<file path="src/rtl/reg_file_scoreboard_pkg.sv">
// Shared sizes and the source-hazard rule for the register file scoreboard.
package reg_file_scoreboard_pkg;

  localparam int REG_COUNT = 16;
  localparam int DATA_W    = 16;
  localparam int ADDR_W    = 4;
  localparam int CNT_W     = 2;
  localparam logic [CNT_W-1:0] CNT_MAX = CNT_W'(3);

  // A source is hazardous while a write is outstanding, unless the last one lands this cycle.
  function automatic logic src_hazard(
    input logic              used,
    input logic [ADDR_W-1:0] addr,
    input logic [CNT_W-1:0]  cnt,
    input logic              wb,
    input logic [ADDR_W-1:0] wb_rd
  );
    return used && (addr != '0) && (cnt != '0) &&
           !((cnt == CNT_W'(1)) && wb && (wb_rd == addr));
  endfunction

endpackage

</file>
<file path="src/rtl/reg_file_scoreboard_sb_counter.sv">
// Saturating 2-bit outstanding-write counter; simultaneous inc and dec cancel.
module sb_counter
  import reg_file_scoreboard_pkg::*;
(
  input  logic             clk,
  input  logic             clr_n,
  input  logic             inc,
  input  logic             dec,
  output logic [CNT_W-1:0] count
);

  logic [CNT_W-1:0] count_d;
  logic [CNT_W-1:0] count_q;

  always_comb begin
    count_d = count_q;
    if (inc && !dec && (count_q != CNT_MAX)) begin
      count_d = count_q + CNT_W'(1);
    end else if (dec && !inc && (count_q != '0)) begin
      count_d = count_q - CNT_W'(1);
    end
  end

  always_ff @(posedge clk or negedge clr_n) begin
    if (!clr_n) begin
      count_q <= '0;
    end else begin
      count_q <= count_d;
    end
  end

  assign count = count_q;

endmodule

</file>
<file path="src/rtl/reg_file_scoreboard.sv">
// 16x16 register file with write-back bypass and a per-register outstanding-write
// scoreboard that stalls issue on source hazards and destination counter overflow.
module reg_file_scoreboard
  import reg_file_scoreboard_pkg::*;
(
  input  logic                 clk,
  input  logic                 rest,
  input  logic                 Freze,
  input  logic                 RegWrite,
  input  logic [ADDR_W-1:0]    Rd_In,
  input  logic [DATA_W-1:0]    WriteDataRegFile,
  input  logic [ADDR_W-1:0]    Rs_Addr,
  input  logic [ADDR_W-1:0]    Rt_Addr,
  input  logic                 Rs_Used,
  input  logic                 Rt_Used,
  output logic [DATA_W-1:0]    Rs_Data,
  output logic [DATA_W-1:0]    Rt_Data,
  input  logic                 Issue_Valid,
  input  logic                 Issue_RegWrite,
  input  logic [ADDR_W-1:0]    Issue_Rd,
  output logic                 Stall,
  output logic [REG_COUNT-1:0] Pending
);

  logic [DATA_W-1:0] rf_q [REG_COUNT];
  logic [CNT_W-1:0]  cnt  [REG_COUNT];
  logic              wb_en;
  logic              issue_acc;
  logic              rs_haz;
  logic              rt_haz;
  logic              rd_full;
  logic              byp_rs;
  logic              byp_rt;

  assign wb_en      = RegWrite && (Rd_In != '0);
  assign rf_q[0]    = '0;
  assign cnt[0]     = '0;
  assign Pending[0] = 1'b0;

  generate
    for (genvar gi = 1; gi < REG_COUNT; gi++) begin : g_reg
      logic [DATA_W-1:0] data_d;
      logic [DATA_W-1:0] data_q;
      logic              inc;
      logic              dec;

      always_comb begin
        data_d = data_q;
        if (wb_en && (Rd_In == ADDR_W'(gi))) begin
          data_d = WriteDataRegFile;
        end
      end

      always_ff @(posedge clk or negedge rest) begin
        if (!rest) begin
          data_q <= '0;
        end else begin
          data_q <= data_d;
        end
      end

      assign inc = issue_acc && Issue_RegWrite && (Issue_Rd == ADDR_W'(gi));
      assign dec = wb_en && (Rd_In == ADDR_W'(gi)) && (cnt[gi] != '0);

      sb_counter u_cnt (
        .clk   (clk),
        .clr_n (rest),
        .inc   (inc),
        .dec   (dec),
        .count (cnt[gi])
      );

      assign rf_q[gi]    = data_q;
      assign Pending[gi] = (cnt[gi] != '0);
    end
  endgenerate

  always_comb begin
    rs_haz  = src_hazard(Rs_Used, Rs_Addr, cnt[Rs_Addr], RegWrite, Rd_In);
    rt_haz  = src_hazard(Rt_Used, Rt_Addr, cnt[Rt_Addr], RegWrite, Rd_In);
    // A full destination counter frees a slot only if its write-back lands now.
    rd_full = Issue_RegWrite && (Issue_Rd != '0) && (cnt[Issue_Rd] == CNT_MAX) &&
              !(RegWrite && (Rd_In == Issue_Rd));
    Stall   = Issue_Valid && (rs_haz || rt_haz || rd_full);
  end

  assign issue_acc = Issue_Valid && !Stall && !Freze;

  // Bypass is suppressed while reset is held so reads stay zero.
  assign byp_rs  = rest && wb_en && (Rd_In == Rs_Addr);
  assign byp_rt  = rest && wb_en && (Rd_In == Rt_Addr);
  assign Rs_Data = byp_rs ? WriteDataRegFile : rf_q[Rs_Addr];
  assign Rt_Data = byp_rt ? WriteDataRegFile : rf_q[Rt_Addr];

endmodule

</file>
<file path="config.mk">
export PLATFORM = sky130hd
export DESIGN_NAME = reg_file_scoreboard
export DESIGN_NICKNAME = d
export VERILOG_FILES = /design/src/rtl/reg_file_scoreboard_pkg.sv /design/src/rtl/reg_file_scoreboard_sb_counter.sv /design/src/rtl/reg_file_scoreboard.sv
export SDC_FILE = /design/constraint.sdc
export NUM_CORES = 1
export LEC_CHECK = 0
export CAP_MARGIN = 25
export CORE_ASPECT_RATIO = 1.1
export CORE_MARGIN = 2
export CORE_UTILIZATION = 60
export DETAILED_ROUTE_END_ITERATION = 8
export PLACE_DENSITY = 0.82
export SYNTH_ARGS = -nofsm -noshare
export SYNTH_HDL_FRONTEND = slang
export SYNTH_SLANG_ARGS = --single-unit
</file>
<file path="constraint.sdc">
create_clock -name clk -period 9.7 [get_ports clk]
set_input_delay 2.425 -clock clk [delete_from_list [all_inputs] [get_ports clk]]
set_output_delay 2.425 -clock clk [all_outputs]
set_load 0.01 [all_outputs]
</file>
==> out/metrics.csv <==
metric,value,unit
fmax,119.8,MHz
first_global_vias,13050,
synth.distinct_cells,68,
fin_crit,8351,ps
path_cells,clkdlybuf4s50_1 > xor2_1 > nor4_1 > nand2_1 > mux2_2 > clkdlybuf4s50_1,
die_h,177.7,um
cpMaxStageDelayCell,clkdlybuf4s50_1,
cp.arrival,5930,ps
cap_viol_max_count,0,
synthArstFlopShare,100.0,%
antenna_found_initial,3,
cts_tree,built,
power.switching,1.046,mW
routabilityCongestion,0.9469,
grt_pass1_wl,76.76,mm
combPwrFrac,24.9,%
drc,0,
via_per_inst,6.949,
portBuffers,87,
drive_gt1_share,34.01,%
slowest_delay,1010,ps
maxSlewViolCount,0,
row_count,63,
synthCells,1409,
grt_usage,35.67,%
initial_core_util,61.07,%
synth.avg_cell_area,11.69,um^2
cts_buffers,29,
cpLargestDelayFamily,buffers and inverters,
power_density,196.8,mW/mm^2
vias,12710,
first_pass_iters,6,
synth_ff_type,dfrtp_1,
status,finished clean,
endpoint_kind,primary output,
p_leak,7.993,nW
htreeDepth,1,
grt.overflow.total,0,
tns,0,ps
synth_seq_area_share,41.04,%
clock_latency,560,ps
cts_max_path_buffers,3,
min_from,g_reg[1].data_q[6],
cts_setup_buffers,0,
clk_pin_slew,60,ps
syn_to_final_growth,12.97,%
holdBufCountCts,0,
timing.rr.start,g_reg[5].u_cnt.count[1],
core_area,0.02696,mm^2
grt_max_degree,166,
dieArea,0.02878,mm^2
cp-start-kind,primary input,
finalCritPeriodShare,86.09,%
min_path_type,flip-flop to flip-flop,
pwr-share-seq,41.9,%
clockRootBuffer,clkbuf_16,
crit_top_cell,clkdlybuf4s50_1,
critical_path.startpoint,Rt_Addr[2],
rsz0062_at_grt,no,
ys_warn_count,0,
crit_type,primary input to primary output,
ant_nets,0,
yosys_register_bits,270,
clock-sinks,270,
cts.repair.resized,0,
clockPowerShare,33.3,%
p_int,2.614,mW
synthesis.nets,1449,
setup_violations,0,
finClkSkew,5.398,ps
path_buf_inv,2,
detail_route.wirelength,49.61,mm
wl_per_cell,27.12,um
dp_hpwl,30.28,mm
final_util,69.00,%
crit_required,7280,ps
tightest_slew,1115,ps
max-slew-margin-rel,25.46,%
netlist_area,0.01646,mm^2
drtIter0Drc,1472,
worstPathMaxFanout,16,
swShare,28.57,%
irDropWorstVdd,0.0001587,V
synth-edff-count,0,
io_pins,89,
die_x,161.9,um
final_nets,1487,
hold_viol_final,0,
[cell usage in the layout (no fill, tap or decap), types with 20 or more instances in the layout]
cell type | Yosys | layout
a21oi_1 | 29 | 29
mux2i_1 | 20 | 20
mux2_2 | 212 | 212
o21ai_0 | 27 | 27
clkdlybuf4s50_1 | 0 | 80
mux4_2 | 140 | 140
nand2_1 | 345 | 345
or3_1 | 21 | 21
a22o_1 | 32 | 32
dfrtp_1 | 270 | 270
buf_4 | 3 | 34
clkbuf_16 | 0 | 29
[worst min-delay path: stages (launching register included)]
cell and delay (ps):
dfrtp_1 360, nand2_1 50, nand2_1 60
[cells by family (layout without fill, tap and decap cells)]
logic type,after synthesis,count (layout),synth area share [%]
and+or+nand+nor,493,493,13.88
muxes,379,379,35.62
DFF,270,270,41.04
buffers and inverters,133,194,3.587
AOI/OAI and AO/OA,121,121,5.221
xor gates and xnor gates,12,12,0.6383
other,1,3,0.02278
[power groups by stage]
stage | Sequential (mW) | Combinational (mW) | Clock [mW]
final | 1.53 | 0.910 | 1.22
after detailed placement | 1.54 | 0.894 | 0
after global routing | 1.56 | 0.966 | 1.27
after CTS | 1.53 | 0.906 | 1.22
after global placement | 1.52 | 0.868 | 0
after floorplan | 1.48 | 0.630 | 0
[cells in the mapped netlist (19+ instances only)]
cell / instances / area (um^2)
nand2_1: 345 / 1295
dfrtp_1: 270 / 6756
mux2_2: 212 / 2387
mux4_2: 140 / 3153
clkbuf_1: 66 / 247.7
a22o_1: 32 / 280.3
a21oi_1: 29 / 145.1
o21ai_0: 27 / 135.1
nor3_1: 21 / 105.1
or3_1: 21 / 131.4
mux2i_1: 20 / 200.2
buf_1: 19 / 71.32
nor2_1: 19 / 71.32
[registers in the layout, indices dropped and copies added (netlist names)]
| register | cells |
|---|---|
| g.u_cnt.count | 30 |
| g.data_q | 240 |
[layer usage]
layer,global-route usage (%),vias up,wire length (um)
li1,-,5233,-
met1,46.48,6381,17930
met2,56.60,866,23410
met3,8.553,227,5705
met4,17.77,2,2543
met5,0,-,13
[through the flow]
step | power (mW) | worst slack [ps] | instances | hold WS, ps | cell area (um^2)
2_1_floorplan | 2.110 | 2528 | 1409 | 458.0 | 16460
3_3_place_gp | 2.384 | 1533 | 1771 | 471.7 | 17540
3_5_place_dp | 2.436 | 1510 | 1772 | 483.4 | 17550
4_1_cts | 3.656 | 1473 | 1826 | 500.8 | 18590
5_1_grt | 3.800 | 1277 | 1828 | 528.0 | 18600
6_report | 3.660 | 1349 | 1829 | 499.5 | 18600
[final cells by class]
type | instances | area, um^2
Fill cell | 1903 | 8358
Clock buffer | 35 | 778.2
Timing Repair Buffer | 119 | 1112
Antenna cell | 2 | 5.005
Sequential cell | 270 | 6756
Tap cell | 357 | 446.7
Clock inverter | 19 | 259.0
Multi-Input combinational cell | 1006 | 9164
Inverter | 21 | 78.83
[path summary, 6_finish.rpt]
kind / end / slack, ps / depth (start not counted)
min reg2reg: g_reg[1].data_q[6] / 500 / 2
min: g_reg[1].data_q[6] / 500 / 2
max in group asynchronous: g_reg[10].data_q[14] / 6340 / 2
max: Rt_Data[8] / 1350 / 6
max reg2reg: g_reg[13].u_cnt.count[0] / 6650 / 9
min in group asynchronous: g_reg[5].data_q[3] / 1940 / 1
Power figures use the tool's default switching activity.
